<file path="config.mk">
export PLATFORM = sky130hd
export DESIGN_NAME = flash_reader
export DESIGN_NICKNAME = d
export VERILOG_FILES = /design/src/rtl/flash_reader.sv
export SDC_FILE = /design/constraint.sdc
export NUM_CORES = 1
export LEC_CHECK = 0
export BUFFER_PORTS_ARGS = -buffer_cell sky130_fd_sc_hd__buf_2
export CORE_ASPECT_RATIO = 0.6
export CORE_MARGIN = 3
export CORE_UTILIZATION = 44
export CTS_CLUSTER_DIAMETER = 30
export DETAILED_ROUTE_END_ITERATION = 8
export PLACE_DENSITY = 0.77
export SLEW_MARGIN = 30
export SYNTH_ARGS = -nofsm -noshare
export SYNTH_HDL_FRONTEND = slang
export SYNTH_SLANG_ARGS = --single-unit
</file>
<file path="constraint.sdc">
create_clock -name clk -period 1.7 [get_ports clk]
set_input_delay 0.255 -clock clk [delete_from_list [all_inputs] [get_ports clk]]
set_output_delay 0.255 -clock clk [all_outputs]
set_load 0.1 [all_outputs]
</file>
<file path="src/rtl/flash_reader.sv">
// Multi-channel burst reader for a parallel NOR flash with round-robin arbitration.
// Optional macro FLASH_READ_ARRAY_CMD_EN prefixes each burst with a Read-Array (0x00FF) command write.
module flash_reader #(
    parameter int ADDR_W   = 23,
    parameter int DATA_W   = 16,
    parameter int N_CH     = 2,
    parameter int LEN_W    = 4,
    parameter int WAIT_CYC = 3
) (
    input  logic                     clk,
    input  logic                     rst,
    input  logic [N_CH-1:0]          req,
    input  logic [N_CH*ADDR_W-1:0]   addr,
    input  logic [N_CH*LEN_W-1:0]    len,
    output logic [N_CH-1:0]          gnt,
    output logic [DATA_W-1:0]        rdata,
    output logic [N_CH-1:0]          rvalid,
    output logic [N_CH-1:0]          done,
    output logic                     busy,
    output logic [ADDR_W-1:0]        flash_a,
    inout  wire  [DATA_W-1:0]        flash_d,
    output logic                     flash_rp_n,
    output logic                     flash_vpen,
    output logic                     flash_ce_n,
    output logic                     flash_oe_n,
    output logic                     flash_we_n,
    output logic                     flash_byte_n,
    output logic [2:0]               dbg_state_o
);

    localparam logic [2:0] IDLE      = 3'd0;
    localparam logic [2:0] CMD_SETUP = 3'd1;
    localparam logic [2:0] CMD_WE    = 3'd2;
    localparam logic [2:0] CMD_HOLD  = 3'd3;
    localparam logic [2:0] RD_ADDR   = 3'd4;
    localparam logic [2:0] RD_WAIT   = 3'd5;
    localparam logic [2:0] RD_SAMPLE = 3'd6;
    localparam logic [2:0] DONE      = 3'd7;

    localparam int CH_W = (N_CH > 1) ? $clog2(N_CH) : 1;

    logic [2:0]        state_q, state_d;
    logic [N_CH-1:0]   gnt_q, gnt_d;
    logic [CH_W-1:0]   ptr_q, ptr_d;
    logic [ADDR_W-1:0] addr_q, addr_d;
    logic [LEN_W-1:0]  len_q, len_d;
    logic [3:0]        wait_q, wait_d;
    logic [DATA_W-1:0] rdata_q, rdata_d;
    logic [N_CH-1:0]   rvalid_q, rvalid_d;

    logic              pick_found;
    logic [CH_W-1:0]   pick_idx;
    logic [CH_W-1:0]   ptr_nxt;
    logic [ADDR_W-1:0] sel_addr;
    logic [LEN_W-1:0]  sel_len;
    logic              rd_phase;
    int                cand;

    // Search channels starting at ptr_q; ptr_q always holds the channel after the last grant.
    always_comb begin
        pick_found = 1'b0;
        pick_idx   = '0;
        cand       = 0;
        for (int k = 0; k < N_CH; k++) begin
            cand = int'(ptr_q) + k;
            if (cand >= N_CH) cand = cand - N_CH;
            for (int j = 0; j < N_CH; j++) begin
                if (!pick_found && cand == j && req[j]) begin
                    pick_found = 1'b1;
                    pick_idx   = CH_W'(j);
                end
            end
        end
        sel_addr = '0;
        sel_len  = '0;
        for (int j = 0; j < N_CH; j++) begin
            if (pick_idx == CH_W'(j)) begin
                sel_addr = addr[j*ADDR_W +: ADDR_W];
                sel_len  = len[j*LEN_W +: LEN_W];
            end
        end
        ptr_nxt = (pick_idx == CH_W'(N_CH-1)) ? '0 : pick_idx + 1'b1;
    end

    always_comb begin
        state_d  = state_q;
        gnt_d    = gnt_q;
        ptr_d    = ptr_q;
        addr_d   = addr_q;
        len_d    = len_q;
        wait_d   = wait_q;
        rdata_d  = rdata_q;
        rvalid_d = '0;
        case (state_q)
            IDLE: begin
                if (pick_found) begin
                    gnt_d  = N_CH'(1) << pick_idx;
                    ptr_d  = ptr_nxt;
                    addr_d = sel_addr;
                    len_d  = sel_len;
`ifdef FLASH_READ_ARRAY_CMD_EN
                    state_d = CMD_SETUP;
`else
                    state_d = RD_ADDR;
`endif
                end
            end
            CMD_SETUP: state_d = CMD_WE;
            CMD_WE:    state_d = CMD_HOLD;
            CMD_HOLD:  state_d = RD_ADDR;
            RD_ADDR: begin
                wait_d  = 4'(WAIT_CYC - 1);
                state_d = RD_WAIT;
            end
            RD_WAIT: begin
                if (wait_q == 4'd0) state_d = RD_SAMPLE;
                else                wait_d  = wait_q - 1'b1;
            end
            RD_SAMPLE: begin
                rdata_d  = flash_d;
                rvalid_d = gnt_q;
                if (len_q == '0) begin
                    state_d = DONE;
                end else begin
                    len_d   = len_q - 1'b1;
                    addr_d  = addr_q + 1'b1;
                    state_d = RD_ADDR;
                end
            end
            DONE: begin
                gnt_d   = '0;
                state_d = IDLE;
            end
            default: state_d = IDLE;
        endcase
    end

    always_ff @(posedge clk or posedge rst) begin
        if (rst) begin
            state_q  <= IDLE;
            gnt_q    <= '0;
            ptr_q    <= '0;
            addr_q   <= '0;
            len_q    <= '0;
            wait_q   <= '0;
            rdata_q  <= '0;
            rvalid_q <= '0;
        end else begin
            state_q  <= state_d;
            gnt_q    <= gnt_d;
            ptr_q    <= ptr_d;
            addr_q   <= addr_d;
            len_q    <= len_d;
            wait_q   <= wait_d;
            rdata_q  <= rdata_d;
            rvalid_q <= rvalid_d;
        end
    end

    assign rd_phase     = (state_q == RD_ADDR) || (state_q == RD_WAIT) || (state_q == RD_SAMPLE);
    assign gnt          = gnt_q;
    assign busy         = (state_q != IDLE);
    assign rdata        = rdata_q;
    assign rvalid       = rvalid_q;
    assign done         = (state_q == DONE) ? gnt_q : '0;
    assign flash_a      = rd_phase ? addr_q : '0;
    assign flash_ce_n   = (state_q == IDLE) || (state_q == DONE);
    assign flash_oe_n   = !rd_phase;
    assign flash_rp_n   = 1'b1;
    assign flash_vpen   = 1'b1;
    assign flash_byte_n = 1'b1;
    assign dbg_state_o  = state_q;

`ifdef FLASH_READ_ARRAY_CMD_EN
    localparam logic [DATA_W-1:0] CMD_WORD = DATA_W'(8'hFF);
    logic cmd_phase;
    assign cmd_phase  = (state_q == CMD_SETUP) || (state_q == CMD_WE) || (state_q == CMD_HOLD);
    assign flash_we_n = (state_q != CMD_WE);
    assign flash_d    = cmd_phase ? CMD_WORD : {DATA_W{1'bz}};
`else
    assign flash_we_n = 1'b1;
    assign flash_d    = {DATA_W{1'bz}};
`endif

endmodule

</file>
Word-level counts from Yosys, hierarchy flattened
Index checks and enable logic that the tools add are counted.
- bits in registers: 40
- bits of input ports: 58
- logic and storage cells: 88
- output and inout bits: 71
- reductions and logical operators: 28
- muxes and demuxes: 29
- add/sub/neg operators: 7
- shift operators: 1
- eq/ne operators: 13
- order comparisons: 2
- operators with widths (cell ; count):
    two-way mux 23 bit ; 4
    equality test 32 x 2 -> 1 bit, second input constant ; 2
    zero test 32 bit ; 2
    two-way mux 32 bit ; 2
    case mux 23 bit (2 select lines) ; 1
    case mux 3 bit (8 select lines) ; 1
    adder 23 x 1 -> 23 bit, second input constant ; 1
    two-way mux 4 bit ; 4
    case mux 4 bit (2 select lines) ; 2
    equality test 3 bit, second input constant ; 4
    zero test 4 bit ; 2
    two-way mux 1 bit ; 8
    two-way mux 2 bit ; 4
    != test 2 bit, second input constant ; 4
    AND reduction 2 bit ; 4
    subtractor 4 x 1 -> 4 bit, second input constant ; 2
    logical AND 1 bit ; 7
    equality test 3 x 2 -> 1 bit, second input constant ; 2
    two-way mux 3 bit ; 2
    nonzero test 2 bit ; 3
    zero test 1 bit ; 4
    case mux 2 bit (2 select lines) ; 1
    equality test 3 x 1 -> 1 bit, second input constant ; 1
    zero test 3 bit ; 1
    10 further kinds ; 12

Depth between registers and ports, before layout
Gate-level depths: netlist (run 1).
- word-level depth: 20
- mapped depth: 8

Least setup slack after synthesis (run 1)
OpenSTA, ideal clock, no wires.
- path type: register to output
- start: register state_q[2] (netlist: dbg_state_o[2])
- end: output flash_a[5]
- stages on the path, launching flop included: 5
- path buffers: 2
- arrival time: 3603 ps
- setup slack: -2158 ps
- cells stage by stage: dfrtp_1 -> clkbuf_1 -> clkbuf_1 -> nand2_1 -> nor2_1
- longest elaborated chain between the ends: 4
- elaborated cells between the ends (all ways): 6
- those cells by class: eq/ne (3); mux (1); reduce/logical (2)
- ends and longest elaborated chain (element ; RTL line ; text):
    from (decl) ; 42 ; logic [2:0] state_q, state_d;
    from (signal assigned) ; 149 ; state_q <= state_d;
    equality test 3 bit ; 160 ; assign rd_phase = (state_q == RD_ADDR) || (state_q == RD_WAIT) || (state_q == RD_SAMPLE);
    logical OR 1 bit ; 160 ;
    logical OR 1 bit (*) ; 160 ;
    two-way mux 23 bit (*) ; 166 ; assign flash_a = rd_phase ? addr_q : '0;
    to (decl) ; 20 ; output logic [ADDR_W-1:0] flash_a,
Mark *: on every way between the ends. The rest lies on a longest branch, timed or not.

Final worst setup path (run 1)
- start: register state_q[1] (netlist: dbg_state_o[1])
- end: register addr_q[19]
- longest elaborated chain between the ends: 3
- elaborated cells between the ends (all ways): 7
- those cells by class: eq/ne (3); mux (1); reduce/logical (3)
- ends and longest elaborated chain (element ; RTL line ; text):
    equality test 3 bit / zero test 3 bit (equally long branches) ; 94 ; case (state_q)
    != test 2 bit (no line) / nonzero test 2 bit (equally long branches) ; n/a ;
    AND reduction 3 bit (no line) ; n/a ;
    to (signal assigned) ; 152 ; addr_q <= addr_d;
    to (decl) ; 45 ; logic [ADDR_W-1:0] addr_q, addr_d;
Several ways; a longest one is shown, not always the timed one.
A chain may end at the register's enable or synchronous reset.

==> metrics, run 1 <==
status=finished, violations left; failing checks=negative setup slack; Clock Skews=0.009665 ns; Initial Util=0.4794; Crit path buffers/inverters=4; CTS clk-pin slew, worst paths=0.07 ns; ys async rst share=1.000; die width=114.2 um; TritonCTS Buffers=5; hpwl dp=7.067 mm; # port buffers=108; antenna violations before repair=0; core area=6441 sq um; Cell variety after synth=57; Hold WC Path Type=in2async; Mapped Cells=361; actual slew at the worst max-slew pin=0.5673 ns; Longest Clk Path Bufs=2; setup ws final=-0.2941 ns; num rows=22; Fmax=501.5 MHz; GRT Util Overall=0.2707; Crit path max-delay family=buffers and inverters; Post-Synthesis Cell Area=3088 sq um; Mapped Avg Cell Area=8.554 sq um; DP Worst Slack=-0.1402 ns; FF-to-FF path depth=8; die height=70.89 um; Congestion Overflow GR=0; drt drc=0; Critical Path RT=1.89 ns; Tmin final=1.994 ns; kind of critical path=reg2reg; Final Hold Viols=0; number of antenna diodes=0; CP Launch Type=flip-flop; largest net degree at the start of global routing=41; wire per inst=24.73 um; r2r startpoint=dbg_state_o[1]$_DFFE_PP0P_; Slew Limit Fails=0; Crit. End Element=flip-flop; Initial DRT Pass Iterations=7; remaining antenna violation count=0; CTS sink cnt=40; CP max-delay cell=dfrtp_4; layout net count=571; Worst-Skew Late Latency=0.30 ns; H-tree levels=2; Area Growth Syn to Fin=70.50%; endpoints failing setup=58; Slew HR=0.6218; unrepaired setup endpoints after global routing=yes; register bit total from synthesis=40; Post-synth EDFFs=0; number of global-route vias before repair=3285; number of max-cap violations=0; clock root cell=clkbuf_16; die area=8092 sq um; Tcrit/Tclk final=1.173; CP max FO=9; Total Wirelength=14.69 mm; reg2reg setup slack=-0.29 ns; reg-to-reg endpoint=addr_q[19]$_DFFE_PP0P_; share of layout cells above drive strength 1=0.5784; DRT iter0 DRCs=617; global-route wire length before repair=17.28 mm; vias post-DR=3859; Synth Flop Type=dfrtp_1; Max stage delay on crit path=0.50 ns; CTS tree=yes; CP cell instances=buf_4 > buf_12 > and3b_2 > buf_12 > buf_4 > nand3_1 > o22ai_1 > nor3_1; register area share after synthesis=0.3241; TNS Setup=-8.244 ns; CP arrival=2.18 ns; # IOs=129; GP Congestion=0.8978; Vias/cell=6.497; Synth Warn #=0
[repair_timing]
| action | 4_1_cts | 5_1_grt |
|---|---|---|
| buffers inserted | 5 | 9 |
| gates resized for setup | 28 | 66 |
| setup endpoints to repair | 45 | 63 |
| hold buffers | 0 | 0 |
| pin swaps | 5 | 41 |
| gates cloned | 5 | 6 |
[tightest hold or removal path, delay by kind of cell]
kind | cells | cell delay [ns]
buf+inv | 3 | 0.58
[per-stage QoR]
stage               hold slack (ns)  std cells    util  instance area (sq um)
global placement             0.4098        561  0.6851                   4413
finish                      0.09174        594  0.8174                   5265
floorplan                    0.4372        379       -                   3395
global route                 0.1312        594  0.8174                   5265
detailed placement           0.4130        561  0.6851                   4413
CTS                          0.1070        579  0.7481                   4818
[layer usage]
metal,share of wire,GRT usage
met1,0.36,0.3582
met2,0.45,0.4293
met3,0.13,0.07009
met4,0.056,0.09881
met5,0,0
[worst max-delay path by stage]
stage / slack (ns) / depth (start not counted) / to / start
2_1_floorplan: -0.27 / 5 / flash_a[5] / dbg_state_o[0]$_DFFE_PP0P_
3_3_place_gp: -0.01 / 7 / addr_q[0]$_DFFE_PP0P_ / len_q[1]$_DFFE_PP0P_
3_5_place_dp: -0.14 / 7 / addr_q[0]$_DFFE_PP0P_ / len_q[1]$_DFFE_PP0P_
4_1_cts: -0.12 / 4 / flash_ce_n / dbg_state_o[0]$_DFFE_PP0P_
5_1_grt: -0.30 / 8 / addr_q[19]$_DFFE_PP0P_ / dbg_state_o[1]$_DFFE_PP0P_
6_report: -0.29 / 8 / addr_q[19]$_DFFE_PP0P_ / dbg_state_o[1]$_DFFE_PP0P_
[registers in the layout, summed over array words and instances (netlist names)]
signal	count
ptr_q	1
addr_q	23
gnt	2
rvalid	2
len_q	4
rdata	1
dbg_state_o	3
wait_q	4
[cell usage after synthesis (3+ instances only)]
cell type  number  area share
dfrtp_1        40        0.32
buf_4          38       0.092
and3_1         30       0.061
a21oi_1        29       0.047
nor2_1         23       0.028
nand2_1        21       0.026
mux2i_1        16       0.052
nand3_1        15       0.024
mux2_2         13       0.047
nor3_1         11       0.018
o21ai_0        11       0.018
buf_2          10       0.016
inv_1          10       0.012
clkbuf_1        9       0.011
o22ai_1         8       0.016
o22a_1          7       0.020
and2_1          6       0.012
nand4_1         6       0.012
ha_1            4       0.016
a2bb2oi_1       3      0.0085
nand2b_1        3      0.0061
[cell families (layout without fill, tap and decap cells)]
kind of cell,Yosys count,after routing,synth area share
DFF,40,40,0.3241
AOI/OAI and AO/OA,82,82,0.1759
buffers and inverters,68,194,0.1353
xor gates and xnor gates,2,2,0.005674
and+or+nand+nor,134,139,0.2411
adders and majority gates,4,4,0.01621
muxes,29,29,0.09927
other,2,20,0.002432
[placed cells by master, fill, tap and decap left out, drive strengths merged, types with 3 or more instances in the layout]
| cell | synthesis | routed |
|---|---|---|
| nand4 | 7 | 7 |
| o22a | 7 | 7 |
| a2bb2oi | 3 | 3 |
| o22ai | 9 | 9 |
| and2 | 6 | 6 |
| clkbuf | 9 | 10 |
| inv | 10 | 10 |
| nand2 | 21 | 24 |
| nand2b | 3 | 3 |
| ha | 4 | 4 |
| conb | 2 | 20 |
| a21oi | 29 | 29 |
| nor2 | 26 | 28 |
| dfrtp | 40 | 40 |
| mux2 | 13 | 13 |
| nand3 | 15 | 15 |
| mux2i | 16 | 16 |
| buf | 49 | 169 |
| and3 | 30 | 30 |
| nor3 | 11 | 11 |
| o21ai | 13 | 13 |
| nor3b | 4 | 4 |
[final cells by class]
type                            instances  area, sq um
Inverter                               10        37.54
Fill cell                             346         1176
Multi-Input combinational cell        276         2233
Clock buffer                            5        125.1
Tap cell                               84        105.1
Clock inverter                          3        42.54
Sequential cell                        40         1016
Timing Repair Buffer                  176         1705
Power of run 1 is left out: the tool's default activity adds up to more than one toggle a clock period on the data nets, which glitch-free logic cannot reach.
==> inputs of run 2 (changes only) <==
--- a/config.mk
+++ b/config.mk
@@ -6,12 +6,14 @@
 export NUM_CORES = 1
 export LEC_CHECK = 0
 export BUFFER_PORTS_ARGS = -buffer_cell sky130_fd_sc_hd__buf_2
+export CELL_PAD_IN_SITES_DETAIL_PLACEMENT = 0
+export CELL_PAD_IN_SITES_GLOBAL_PLACEMENT = 1
 export CORE_ASPECT_RATIO = 0.6
 export CORE_MARGIN = 3
-export CORE_UTILIZATION = 44
+export CORE_UTILIZATION = 31
 export CTS_CLUSTER_DIAMETER = 30
 export DETAILED_ROUTE_END_ITERATION = 8
-export PLACE_DENSITY = 0.77
+export PLACE_DENSITY_LB_ADDON = 0.1
 export SLEW_MARGIN = 30
 export SYNTH_ARGS = -nofsm -noshare
 export SYNTH_HDL_FRONTEND = slang
==> metrics, run 2 (same netlist as run 1, synthesis figures left out) <==
status=finished, violations left; failing checks=negative setup slack; largest net degree at the start of global routing=41 (unchanged); drt drc=0 (unchanged); Hold WC Path Type=in2async; unrepaired setup endpoints after global routing=yes; TritonCTS Buffers=5 (unchanged); CTS tree=yes; Initial DRT Pass Iterations=5 (-2); remaining antenna violation count=0 (unchanged); Crit path max-delay family=flip-flops; Final Hold Viols=0 (unchanged); Tmin final=1.809 ns (-0.1855 ns); biggest regs=addr_q: 23 flops, len_q: 4 flops, wait_q: 4 flops; CP max-delay cell=dfrtp_4; hpwl dp=7.424 mm (+5.1%); global-route wire length before repair=16.70 mm (-3.4%); vias post-DR=3142 (-19%); GRT Util Overall=0.1872 (-0.08345); CP Launch Type=flip-flop; # port buffers=108 (unchanged); Clock Skews=0.01043 ns (+0.0007634 ns); Worst-Skew Late Latency=0.30 ns (about the same); die width=134.9 um (+18%); Crit. End Element=output port; Fillers=843 (+140%); max reg flops=23 (unchanged); Max stage delay on crit path=0.50 ns (about the same); Tcrit/Tclk final=1.064 (-0.1091); antenna violations before repair=0 (unchanged); Congestion Overflow GR=0 (unchanged); number of antenna diodes=0 (unchanged); Longest Clk Path Bufs=2 (unchanged); Critical Path RT=1.44 ns (-0.45 ns); core area=9425 sq um (+46%); layout net count=566 (-0.88%); # IOs=129 (unchanged); Crit path buffers/inverters=2 (-2); CTS clk-pin slew, worst paths=0.06 ns (about the same); num rows=27 (+23%); CP max FO=6 (-3); Vias/cell=4.948 (-24%); CP arrival=1.55 ns (-0.63 ns); die height=83.31 um (+18%); GP Congestion=0.8309 (-7.5%); Area Growth Syn to Fin=65.32%; wire per inst=16.44 um (-34%); hold buffers post-CTS=0 (unchanged); share of layout cells above drive strength 1=0.5465 (-0.03190); kind of critical path=reg2out; number of global-route vias before repair=3105 (-5.5%); DRT iter0 DRCs=199 (-68%); CTS sink cnt=40 (unchanged); Fmax=552.9 MHz (+10%); die area=11230 sq um (+39%); Total Wirelength=10.44 mm (-29%); setup ws final=-0.1085 ns (+0.1855 ns); final core utilization=0.5416 (-0.2758); number of max-cap violations=0 (unchanged); H-tree levels=2 (unchanged); endpoints failing setup=51 (-12%); Initial Util=0.3276 (-0.1518); clock root cell=clkbuf_16; commonest cells after routing, fill and taps aside=buf_2 (77), buf_4 (43), buf_12 (36), dfrtp_1 (34), nor2_1 (21); CP cell instances=or3_4 > buf_6 > nand2_4 > buf_12; commonest non-fill, non-tap cell in the layout=buf_2; Slew Limit Fails=0 (unchanged); Biggest register=addr_q
[run 2: changes by cell type in the layout (fill, tap and decap cells not counted), sizes merged]
cell	change
bufbuf	-1
clkbuf	-1
bufinv	-1
clkinvlp	-1
nor2	-1
buf	+1
clkinv	-1
[run 2: metal layers]
metal,vias to the layer above,wire length (um),GRT usage
met4,0,79,0.03235
met5,-,0,0
li1,1540,-,-
met1,1473,5134,0.2841
met2,119,4447,0.2762
met3,10,780,0.03632
[run 2: worst paths after layout]
path	to	start	cells after the start	slack, ns
max	flash_ce_n	dbg_state_o[0]$_DFFE_PP0P_	4	-0.11
max reg2reg	addr_q[6]$_DFFE_PP0P_	dbg_state_o[0]$_DFFE_PP0P_	7	-0.08
min	wait_q[0]$_DFFE_PP0P_	rst	3	0.007
min reg2reg	rvalid[0]$_DFF_PP0_	gnt[0]$_DFFE_PP0P_	1	0.53
max in group asynchronous	dbg_state_o[1]$_DFFE_PP0P_	rst	3	1.45
min in group clk	len_q[3]$_DFFE_PP0P_	len[3]	3	0.25
[run 2: worst reg2reg max path, delay by kind of cell, from the launching register on]
kind / cells / cell delay, ns
AOI/OAI and AO/OA: 2 / 0.25
buffers and inverters: 3 / 0.39
DFF: 1 / 0.50
and+or+nand+nor: 2 / 0.54
[run 2: repair_timing]
action,CTS,global route
setup endpoints to repair,40,57
gates resized for setup,26,29
buffers inserted,5,4
endpoints found under the hold margin,0,0
pin swaps,5,10
gates cloned,4,1
[run 2: per-stage QoR]
| stage | hold WS, ns | TNS [ns] | setup WS (ns) | cells | area [sq um] |
|---|---|---|---|---|---|
| final | 0.007020 | -1.853 | -0.1085 | 635 | 5105 |
| after global routing | 0.03648 | -4.953 | -0.1554 | 635 | 5105 |
| after CTS | 0.01803 | -2.740 | -0.1049 | 630 | 4923 |
| after detailed placement | 0.3287 | -0.1968 | -0.06579 | 613 | 4556 |
| after global placement | 0.3309 | -0.02569 | -0.02569 | 613 | 4556 |
| after floorplan | 0.4372 | -8.655 | -0.2697 | 379 | 3395 |
[run 2: cell type report]
class                      instances  area, sq um  share of cell area
tap                              130        162.7             0.03186
timing repair buffer             172         1630              0.3194
sequential                        40         1016              0.1990
inverter                          10        37.54            0.007353
clock buffer                       8        156.4             0.03064
multi-input combinational        275         2102              0.4118
Power of run 2 is left out for the same reason.
==> inputs of run 3 (changes only) <==
--- a/config.mk
+++ b/config.mk
@@ -10,7 +10,7 @@
 export CELL_PAD_IN_SITES_GLOBAL_PLACEMENT = 1
 export CORE_ASPECT_RATIO = 0.6
 export CORE_MARGIN = 3
-export CORE_UTILIZATION = 31
+export CORE_UTILIZATION = 30
 export CTS_CLUSTER_DIAMETER = 30
 export DETAILED_ROUTE_END_ITERATION = 8
 export PLACE_DENSITY_LB_ADDON = 0.1
==> metrics, run 3 (same netlist as run 1, synthesis figures left out) <==
status=finished, violations left; failing checks=negative setup slack; TNS Setup=-1.891 ns (-0.03819 ns); design area=5349 sq um (+4.8%); Longest Clk Path Bufs=2 (unchanged); Final Hold Viols=0 (unchanged); Biggest register=addr_q; share of layout cells above drive strength 1=0.5830 (+0.03648); CP max FO=4 (-2); core area=9594 sq um (+1.8%); number of max-cap violations=0 (unchanged); Fillers=866 (+2.7%); number of antenna diodes=0 (unchanged); max layer used=met4; endpoints failing setup=49 (-3.9%); setup ws final=-0.1262 ns (-0.01769 ns); Multi-input gate area=2232 sq um (+6.2%); layout net count=579 (+2.3%); # port buffers=108 (unchanged); Clock Skews=0.006075 ns (-0.004353 ns); M1 wire length=5.599 mm (+9.1%); Vias/cell=5.074 (+2.5%); Max stage delay on crit path=0.50 ns (about the same); WHS=0.09708 ns (+0.09007 ns); # IOs=129 (unchanged); die height=84.59 um (+1.5%); CP cell instances=or3_4 > buf_6 > nand2_4 > buf_12; num rows=27 (unchanged); Hold WC Path Type=in2async; hpwl dp=7.566 mm (+1.9%); commonest cells after routing, fill and taps aside=buf_2 (78), buf_4 (50), buf_12 (37), dfrtp_1 (32), and3_4 (22); DRT iter0 DRCs=180 (-9.5%); H-tree levels=2 (unchanged); max reg flops=23 (unchanged); CP max-delay cell=dfrtp_4; Worst-Skew Late Latency=0.29 ns (about the same); met2 wire length=4.988 mm (+12%); antenna violations before repair=0 (unchanged); biggest regs=addr_q: 23 flops, len_q: 4 flops, wait_q: 4 flops; CTS clk-pin slew, worst paths=0.06 ns (about the same); drt drc=0 (unchanged); number of global-route vias before repair=3103 (-0.064%); Tcrit/Tclk final=1.074 (+0.01041); Initial DRT Pass Iterations=4 (-1); Crit. End Element=output port; area occupied by registers=1018 sq um (+0.25%); CP arrival=1.57 ns (+0.02 ns); wire per inst=17.61 um (+7.1%); Crit path max-delay family=flip-flops; vias post-DR=3288 (+4.6%); global-route wire length before repair=16.68 mm (-0.16%); Crit path buffers/inverters=2 (unchanged); Congestion Overflow GR=0 (unchanged); CP Launch Type=flip-flop; actual slew at the worst max-slew pin=0.5651 ns; Total Wirelength=11.41 mm (+9.3%); routed wl met3=679 um (-13%); GRT Util Overall=0.1828 (-0.004408); die width=137.0 um (+1.6%); commonest non-fill, non-tap cell in the layout=buf_2; DP Worst Slack=-0.1083 ns (-0.04247 ns); die area=11590 sq um (+3.1%); kind of critical path=reg2out; CTS tree=yes; Area Growth Syn to Fin=73.22%; remaining antenna violation count=0 (unchanged); CTS sink cnt=40 (unchanged); TritonCTS Buffers=5 (unchanged); GP Congestion=0.7796 (-6.2%); Critical Path RT=1.44 ns (about the same); clock root cell=clkbuf_16; Fmax=547.6 MHz (-0.97%); Slew Limit Fails=0 (unchanged); Initial Util=0.3219 (-0.005768); largest net degree at the start of global routing=41 (unchanged); Slew HR=0.6233; Tmin final=1.826 ns (+0.01769 ns); unrepaired setup endpoints after global routing=yes; placed cell areas=4493 sq um (-1.4%)
-- run 3: cell types whose count changed in the layout (fill, tap and decap cells not counted), sizes merged --
| cell | before | now |
|---|---|---|
| nor2 | 27 | 28 |
| clkbuf | 9 | 11 |
| buf | 170 | 181 |
| bufbuf | 1 | 0 |
-- run 3: final timing paths --
check,from,endpoint,slack [ns],cells past startpoint
max,dbg_state_o[2]$_DFFE_PP0P_,flash_ce_n,-0.13,4
min,rst,wait_q[0]$_DFFE_PP0P_,0.1,3
max reg2reg,dbg_state_o[2]$_DFFE_PP0P_,len_q[2]$_DFFE_PP0P_,-0.10,6
min reg2reg,gnt[1]$_DFFE_PP0P_,rvalid[1]$_DFF_PP0_,0.53,1
max in group asynchronous,rst,dbg_state_o[2]$_DFFE_PP0P_,1.16,3
min in group clk,len[3],len_q[3]$_DFFE_PP0P_,0.27,3
-- run 3: what timing repair did --
action / 4_1_cts / 5_1_grt
resized for setup: 32 / 64
setup endpoints to repair: 42 / 62
hold buffers: 0 / 0
cloned: 3 / 4
setup buffers: 11 / 14
pin swaps: 10 / 31
-- run 3: stage by stage --
stage                     instances  utilization
final                           648       0.5575
after floorplan                 379            -
after global placement          608       0.4683
after global routing            648       0.5575
after CTS                       630       0.5094
after detailed placement        608       0.4683
-- run 3: area by class of cell --
| class | count | share of cell area |
|---|---|---|
| multi-input cells | 276 | 0.4173 |
| inverters | 10 | 0.007018 |
| well taps | 130 | 0.03041 |
| clock buffers | 8 | 0.02737 |
| repair buffers | 184 | 0.3275 |
| flip-flops and latches | 40 | 0.1904 |
-- run 3: tightest hold or removal path, cell delays in order --
cell and delay [ns]:
buf_2 0.10, inv_1 0.04, buf_4 0.45
-- run 3: per-layer routing --
metal / vias up / global-route usage
met4: 0 / 0.04257
met5: - / 0
li1: 1570 / -
met3: 16 / 0.03593
met2: 97 / 0.2757
met1: 1605 / 0.2681
Power of run 3 is left out for the same reason.
